--- src/rtl/minterm_sweep_pkg.sv ---
// Shared types and constants for the minterm truth-table sweep controller.
// Describes a 4-input function under test and its 16-entry truth table.
package minterm_sweep_pkg;

  localparam int NUM_INPUTS = 4;
  localparam int NUM_COMBOS = 16;

  // Truth table of the standard function: minterms 0,2,4,6,9,10,13,15.
  localparam logic [NUM_COMBOS-1:0] DEF_EXP_MASK = 16'hA655;

  typedef enum logic [2:0] {
    ST_IDLE,
    ST_APPLY,
    ST_CAPTURE,
    ST_CHECK,
    ST_DONE
  } state_t;

endpackage

--- src/rtl/minterm_settle_timer.sv ---
// Down-counter that holds the sweep in APPLY for SETTLE_CYCLES cycles.
// expire is high during the last dwell cycle, which moves the FSM on to CAPTURE.
module minterm_settle_timer #(
  parameter int SETTLE_CYCLES = 1
) (
  input  logic clk,
  input  logic rst_n,
  input  logic load,
  input  logic en,
  output logic expire
);

  localparam logic [3:0] LOAD_VAL = 4'(SETTLE_CYCLES - 1);

  logic [3:0] cnt;

  // NOTE: reset is sampled on the clock edge, and all state uses non-blocking
  // assignments so every register sees the pre-edge values of the others.
  always_ff @(posedge clk) begin
    if (!rst_n) begin
      cnt <= 4'd0;
    end else if (load) begin
      cnt <= LOAD_VAL;
    end else if (en && cnt != 4'd0) begin
      cnt <= cnt - 4'd1;
    end
  end

  assign expire = (cnt == 4'd0);

endmodule

--- src/rtl/minterm_sweep_ctrl.sv ---
// Sweeps all 16 input combinations of an external 4-input function, records its
// truth table and compares it against an expected mask captured at start.
module minterm_sweep_ctrl
  import minterm_sweep_pkg::state_t;
  import minterm_sweep_pkg::ST_IDLE;
  import minterm_sweep_pkg::ST_APPLY;
  import minterm_sweep_pkg::ST_CAPTURE;
  import minterm_sweep_pkg::ST_CHECK;
  import minterm_sweep_pkg::ST_DONE;
  import minterm_sweep_pkg::NUM_INPUTS;
  import minterm_sweep_pkg::NUM_COMBOS;
#(
  parameter int                    SETTLE_CYCLES = 1,
  parameter logic [NUM_COMBOS-1:0] DEF_EXP_MASK  = minterm_sweep_pkg::DEF_EXP_MASK
) (
  input  logic                  clk,
  input  logic                  rst_n,
  input  logic                  start,
  input  logic                  abort,
  input  logic [NUM_COMBOS-1:0] exp_mask,
  output logic [NUM_INPUTS-1:0] fn_in,
  input  logic                  fn_out,
  output logic                  busy,
  output logic                  done,
  output logic [NUM_COMBOS-1:0] mask,
  output logic                  pass,
  output logic [4:0]            err_cnt,
  output logic [3:0]            err_idx
);

  state_t                state;
  logic [3:0]            idx;
  logic [NUM_COMBOS-1:0] exp_q;
  logic                  settle_load;
  logic                  settle_expire;
  logic                  mismatch;

  assign mismatch = (fn_out != exp_q[idx]);

  // The timer reloads on every edge that enters APPLY.
  assign settle_load = ((state == ST_IDLE)    && start && !abort) ||
                       ((state == ST_CAPTURE) && !abort && (idx != 4'd15));

  minterm_settle_timer #(
    .SETTLE_CYCLES(SETTLE_CYCLES)
  ) u_settle (
    .clk   (clk),
    .rst_n (rst_n),
    .load  (settle_load),
    .en    (state == ST_APPLY),
    .expire(settle_expire)
  );

  always_ff @(posedge clk) begin
    if (!rst_n) begin
      state   <= ST_IDLE;
      idx     <= 4'd0;
      exp_q   <= '0;
      fn_in   <= '0;
      busy    <= 1'b0;
      done    <= 1'b0;
      mask    <= '0;
      pass    <= 1'b0;
      err_cnt <= 5'd0;
      err_idx <= 4'd0;
    end else begin
      done <= 1'b0;
      unique case (state)
        ST_IDLE: begin
          if (start && !abort) begin
            exp_q   <= exp_mask;
            mask    <= '0;
            pass    <= 1'b0;
            err_cnt <= 5'd0;
            err_idx <= 4'd0;
            idx     <= 4'd0;
            fn_in   <= '0;
            busy    <= 1'b1;
            state   <= ST_APPLY;
          end
        end

        ST_APPLY: begin
          if (abort) begin
            fn_in <= '0;
            busy  <= 1'b0;
            state <= ST_IDLE;
          end else if (settle_expire) begin
            state <= ST_CAPTURE;
          end
        end

        ST_CAPTURE: begin
          if (abort) begin
            // Abandon before recording this index; results stay partial.
            fn_in <= '0;
            busy  <= 1'b0;
            state <= ST_IDLE;
          end else begin
            mask[idx] <= fn_out;
            if (mismatch) begin
              err_cnt <= err_cnt + 5'd1;
              if (err_cnt == 5'd0) err_idx <= idx;
            end
            if (idx == 4'd15) begin
              fn_in <= '0;
              state <= ST_CHECK;
            end else begin
              idx   <= idx + 4'd1;
              fn_in <= idx + 4'd1;
              state <= ST_APPLY;
            end
          end
        end

        ST_CHECK: begin
          pass  <= (err_cnt == 5'd0);
          done  <= 1'b1;
          state <= ST_DONE;
        end

        ST_DONE: begin
          busy  <= 1'b0;
          state <= ST_IDLE;
        end

        default: begin
          fn_in <= '0;
          busy  <= 1'b0;
          state <= ST_IDLE;
        end
      endcase
    end
  end

endmodule

--- config.mk ---
export PLATFORM = sky130hd
export DESIGN_NAME = minterm_sweep_ctrl
export DESIGN_NICKNAME = d
export VERILOG_FILES = /design/src/rtl/minterm_sweep_pkg.sv /design/src/rtl/minterm_settle_timer.sv /design/src/rtl/minterm_sweep_ctrl.sv
export SDC_FILE = /design/constraint.sdc
export NUM_CORES = 1
export LEC_CHECK = 0
export ABC_AREA = 1
export ABC_CLOCK_PERIOD_IN_PS = 4700
export CORE_AREA = 4 4 85 87
export CTS_BUF_LIST = sky130_fd_sc_hd__clkbuf_8
export CTS_CLUSTER_DIAMETER = 150
export DETAILED_ROUTE_END_ITERATION = 16
export DIE_AREA = 0 0 89 91
export GPL_ROUTABILITY_DRIVEN = 0
export HOLD_SLACK_MARGIN = 0.02
export PLACE_DENSITY_LB_ADDON = 0.05
export SLEW_MARGIN = 20
export SYNTH_ARGS = -nofsm -noshare
export SYNTH_HDL_FRONTEND = slang
export SYNTH_HIERARCHICAL = 1
export SYNTH_SLANG_ARGS = --single-unit
--- constraint.sdc ---
create_clock -name clk -period 4.7 [get_ports clk]
set_input_delay 0.47 -clock clk [delete_from_list [all_inputs] [get_ports clk]]
set_output_delay 0.47 -clock clk [all_outputs]
set_load 0.01 [all_outputs]
# ---- Word level (Yosys, flattened, before mapping)
# Cells that the tools add are included.
dict set report totals {
  output_inout_bits 32
  elab_cells 97
  regBits 59
  input_bits 21
}
dict set report op_classes {
  reduce_logical 27
  magnitude_cmp 2
  bitwise_logic 3
  eq_ne 15
  add_sub_neg 3
  n_mux 36
}
# cell n
set ops {}
lappend ops {{2-to-1 mux 4 bit} 9}
lappend ops {{2-to-1 mux 16 bit} 2}
lappend ops {{case mux 16 bit (2 select lines)} 1}
lappend ops {{bitwise mux 16 bit} 1}
lappend ops {{case mux 4 bit (2 select lines)} 2}
lappend ops {{case mux 4 bit (4 select lines)} 1}
lappend ops {{2-to-1 mux 5 bit} 3}
lappend ops {{case mux 3 bit (4 select lines)} 1}
lappend ops {{case mux 5 bit (2 select lines)} 1}
lappend ops {{2-to-1 mux 3 bit} 3}
lappend ops {{AND reduction 3 bit} 3}
lappend ops {{inequality test 2 bit, second input constant} 4}
lappend ops {{AND reduction 4 bit} 2}
lappend ops {{logical AND 1 bit} 7}
lappend ops {{equality test 3 x 2 -> 1 bit, second input constant} 2}
lappend ops {{2-to-1 mux 1 bit} 6}
lappend ops {{inequality test 2 x 1 -> 1 bit, second input constant} 3}
lappend ops {{AND reduction 2 bit} 3}
lappend ops {{OR reduction 2 bit} 3}
lappend ops {{adder 5 x 1 -> 5 bit, second input constant} 1}
lappend ops {{logical NOT 5 bit} 1}
lappend ops {{< comparator 4 x 5 -> 1 bit, second input constant} 1}
lappend ops {{AND reduction 5 bit} 1}
lappend ops {{adder 4 x 1 -> 4 bit, second input constant} 1}
lappend ops {{20 further kinds} 24}

# ---- Logic depth before layout (Yosys ltp)
dict set report logic_depth {
  word_depth 7
  ltp_mapped 16
  ltp_nobuf 15
}

# ---- Cells and area by module
# The synthesis kept the hierarchy.
# mod seq_area_each_um2 n_inst area_each_um2 cells_each
set modules_own_cells {}
lappend modules_own_cells {minterm_sweep_ctrl 1101.1 1 2620.0 381}
lappend modules_own_cells {minterm_settle_timer 80.1 1 237.7 34}

# ---- Worst setup path before layout
# Ideal clock, no wire load.
dict set report synth_path {
  path_type {reg2reg}
  from {register idx[1]}
  to {register u_settle.cnt[0]}
  period_less_slack_ns 1.611
  t_required_ns 4.636
  arrival_time_ns 1.547
  setup_time_ns 0.064
  slack_ns 3.089
  n_path_buf 0
  stages_incl_launch_ff 10
  cell_sequence {dfxtp_1 ha_1 inv_1 o21ai_1 nor2_1 nor2_1 inv_2 nor2_1 o21ai_0 nor2_1}
}
dict set report synth_between {
  elab_chain_len 4
}
# element line_no
set synth_rtl {}
lappend synth_rtl {{start: declaration} minterm_sweep_ctrl.sv:32} ;# logic [3:0] idx;
lappend synth_rtl {{start signal: assignment} minterm_sweep_ctrl.sv:109} ;# idx <= idx + 4'd1;
lappend synth_rtl {{inequality test 4 bit} minterm_sweep_ctrl.sv:42} ;# ((state == ST_CAPTURE) && !abort && (idx != 4'd15));
lappend synth_rtl {{logical AND 1 bit} minterm_sweep_ctrl.sv:42}
lappend synth_rtl {{logical OR 1 bit} minterm_sweep_ctrl.sv:41} ;# assign settle_load = ((state == ST_IDLE) && start && !abort) ||
lappend synth_rtl {{named net settle_load} minterm_sweep_ctrl.sv:34} ;# logic settle_load;
lappend synth_rtl {{OR reduction 2 bit (no line)} --}
lappend synth_rtl {{end signal: assignment} minterm_settle_timer.sv:25} ;# cnt <= cnt - 4'd1;
lappend synth_rtl {{end: declaration} minterm_settle_timer.sv:15} ;# logic [3:0] cnt;
# The timed path passes the listed nets, and every way through them passes these cells.
# A chain may end at the register's enable or synchronous reset.

==> flow_summary.json <==
{
  "floorplan.core_area_um2": 6350,
  "dpl.cell_count": 530,
  "worst_setup_path_end_kind": "flop",
  "nets": 492,
  "postSynthNetCount": 443,
  "hp_start": "exp_q[14]$_SDFFE_PN0P_",
  "mappedNetlistArea_um2": 2860,
  "fp-row-count": 29,
  "timing.hold.worst_path_depth": 2,
  "drt_iter0_drc": 126,
  "postCtsResizedCells": 0,
  "grt_start_max_net_pins": 35,
  "reg2reg_to": "u_settle/cnt[0]$_SDFFE_PP0P_",
  "cts.clk_slew.worst_paths_ns": 0.07,
  "grt_antenna_before_repair": 0,
  "cts_buffer_depth": 2,
  "nFillCells": 640,
  "final_cell_count_no_fill": 544,
  "slowest_library_cell_on_the_worst_path": "sky130_fd_sc_hd__clkdlybuf4s50_1",
  "synthDominantAreaCellType": "sky130_fd_sc_hd__dfxtp_1",
  "start_util": 0.450,
  "tritoncts": "done",
  "finalHoldViolCount": 0,
  "clk_latency_ns": 0.34,
  "post_drt_via_cell_ratio": 5.02,
  "run_status": "complete, no violations",
  "power.leakage_nw": 1.43,
  "actual_slew_at_the_worst_max_slew_pin_ns": 0.767,
  "globalRouteTotalUtil": 0.190,
  "netlist-cell-type-count": 30,
  "synthesis.instances": 415,
  "average_cell_area_after_synthesis_um2": 6.89,
  "min_period_ns": 2.35,
  "postCtsSetupRepairBufs": 0,
  "chipWidth_um": 89,
  "drive_above_1_share": 0.0771,
  "rsz0062_at_grt": "false",
  "worst-r2r-setup-slack_ns": 2.50,
  "wire_length_per_cell_um": 12.9,
  "yosysTopAreaCellShare": 0.413,
  "r2r-start": "idx[0]$_SDFFE_PN0P_",
  "min_delay_worst_endpoint": "exp_q[14]$_SDFFE_PN0P_",
  "grt_pass1_wl_um": 12200,
  "timing.setup.critical_path_class": "in2reg",
  "die_area_um2": 8100,
  "worstPathMaxFanout": 23,
  "cts.root.buffer_cell": "sky130_fd_sc_hd__clkbuf_8",
  "grt_residual_overflow": 0,
  "power.ir.vdd_worst_mv": 0.184,
  "drt_pre_antenna_iters": 4,
  "cts.hold.buffers_added": 0,
  "first_global_vias": 2584,
  "clock_sink_count": 59,
  "num_io_pins": 53,
  "hold-worst-slack_ns": 0.456,
  "place_hpwl_um": 5040,
  "fin_tns_setup_ns": 0,
  "via_count": 2731,
  "buffer_ports.inserted": 52,
  "detail-route-antenna-nets": 0,
  "h-tree-depth": 3,
  "power_density_nw_per_um2": 282,
  "worst_path_dominant_cell_family": "buffers and inverters",
  "max_cap_violations": 0,
  "startpoint_type": "input pin",
  "number_of_buffers_and_inverters_on_the_critical_path": 3,
  "cp_data_arrival_time_ns": 2.60,
  "post-route-period-util": 0.500,
  "holdCritPathClass": "reg2reg",
  "cp.required_ns": 4.95,
  "insertedDiodeCount": 0,
  "setup_viol": 0,
  "clock_skew_ns": 0.00504,
  "synth-seq-cells": 59,
  "layout-area-overhead-vs-synth_pct": 25.3,
  "slowest_delay_ns": 0.84,
  "numCtsBuffers": 9,
  "synth-seq-area-share": 0.413,
  "final_core_util": 0.564,
  "max_freq_mhz": 425,
  "crit_chain": "clkdlybuf4s50_1, clkinv_1, buf_4, nor4_1, nand2_1, o31ai_1",
  "yosys-top-cells-area": "sky130_fd_sc_hd__dfxtp_1, sky130_fd_sc_hd__nand2_1, sky130_fd_sc_hd__a21oi_1, sky130_fd_sc_hd__nor2_1, sky130_fd_sc_hd__inv_1",
  "timing.max_slew.rel_slack": 0.488,
  "design_power_total_mw": 1.01,
  "drv_slew": 0,
  "die_y_um": 91,
  "synth.yosys.warnings": 6,
  "drc": 0,
  "routed_wirelength_um": 7020,
  "worst_r2r_path_depth": 9
}
## sequential cells by signal, indices dropped and copies added, names as in the netlist
| name | count |
|---|---|
| mask | 16 |
| state | 3 |
| err_idx | 4 |
| exp_q | 16 |
| fn_in | 4 |
| err_cnt | 5 |
| done | 1 |
| pass | 1 |
| u_settle/cnt | 4 |
| idx | 4 |
| busy | 1 |
## power breakdown
group	internal (mW)	leakage, nW	switching [mW]	total, mW
combinational	0.0365	0.858	0.0517	0.0882
clock	0.211	0.0908	0.193	0.404
sequential	0.512	0.479	0.00488	0.517
total	0.760	1.43	0.250	1.01
## cell usage after synthesis, drive strengths merged
master  number
nand2       87
nor2        64
dfxtp       59
a21oi       51
inv         51
o21ai       35
nand3       22
clkbuf      10
ha           7
nand4        6
buf          5
nor3         4
nor4         4
xor2         3
a31oi        1
clkinv       1
nand3b       1
o21a         1
o31ai        1
or2          1
xnor2        1
## layer usage
| layer | up-vias | share of wire | GRT usage |
|---|---|---|---|
| li1 | 1434 | - | - |
| met1 | 1230 | 0.47 | 0.251 |
| met2 | 57 | 0.47 | 0.302 |
| met3 | 10 | 0.047 | 0.0434 |
| met4 | 0 | 0.014 | 0.0670 |
| met5 | - | 0 | 0 |
## cells by family (layout without fill, tap and decap cells)
group	after synthesis	count (layout)	share of synthesized area
AOI/OAI and AO/OA	89	89	0.158
DFF	59	59	0.413
buffers and inverters	67	119	0.0919
xor gates and xnor gates	4	4	0.0123
and+or+nand+nor	189	189	0.294
adders and majority gates	7	7	0.0306
## worst max path at each step
stage	startpoint	endpoint	depth (start not counted)
global route	rst_n	pass$_SDFFE_PN0P_	6
floorplan	idx[1]$_SDFFE_PN0P_	u_settle/cnt[0]$_SDFFE_PP0P_	9
finish	rst_n	pass$_SDFFE_PN0P_	6
global placement	rst_n	pass$_SDFFE_PN0P_	6
detailed placement	rst_n	pass$_SDFFE_PN0P_	6
CTS	rst_n	pass$_SDFFE_PN0P_	6
## final cells by class
| cell class | count | area, um2 | area share |
|---|---|---|---|
| Tap cell | 77 | 96.3 | 0.0269 |
| Timing Repair Buffer | 53 | 528 | 0.147 |
| Inverter | 52 | 195 | 0.0545 |
| Sequential cell | 59 | 1180 | 0.330 |
| Clock buffer | 11 | 151 | 0.0423 |
| Multi-Input combinational cell | 289 | 1410 | 0.395 |
| Clock inverter | 3 | 15.0 | 0.00419 |
## through the flow
step                      worst slack (ns)  instance area [um2]
after global placement                2.06                 3410
final                                 2.35                 3580
after CTS                             2.28                 3580
after floorplan                       3.09                 2860
after global routing                  2.02                 3580
after detailed placement              1.95                 3410
## cells in the final DEF, fill, tap and decap left out, drive strengths merged
| cell type | instances |
|---|---|
| nor4 | 4 |
| clkdlybuf4s50 | 52 |
| nor3 | 4 |
| o21a | 1 |
| inv | 51 |
| ha | 7 |
| nor2 | 64 |
| a21oi | 51 |
| nand2 | 87 |
| or2 | 1 |
| buf | 1 |
| nand3 | 22 |
| o21ai | 35 |
| clkinv | 4 |
| o31ai | 1 |
| a31oi | 1 |
| nand4 | 6 |
| clkbuf | 11 |
| nand3b | 1 |
| xnor2 | 1 |
| xor2 | 3 |
| dfxtp | 59 |
## worst reg2reg max path: stages (launching register included)
cell                      delay (ns)
sky130_fd_sc_hd__dfxtp_1        0.65
sky130_fd_sc_hd__ha_1           0.26
sky130_fd_sc_hd__inv_1          0.09
sky130_fd_sc_hd__o21ai_1        0.19
sky130_fd_sc_hd__nor2_1         0.12
sky130_fd_sc_hd__nor2_1         0.26
sky130_fd_sc_hd__inv_2          0.06
sky130_fd_sc_hd__nor2_1         0.28
sky130_fd_sc_hd__o21ai_0        0.15
sky130_fd_sc_hd__nor2_1         0.09
Power figures use the tool's default switching activity.
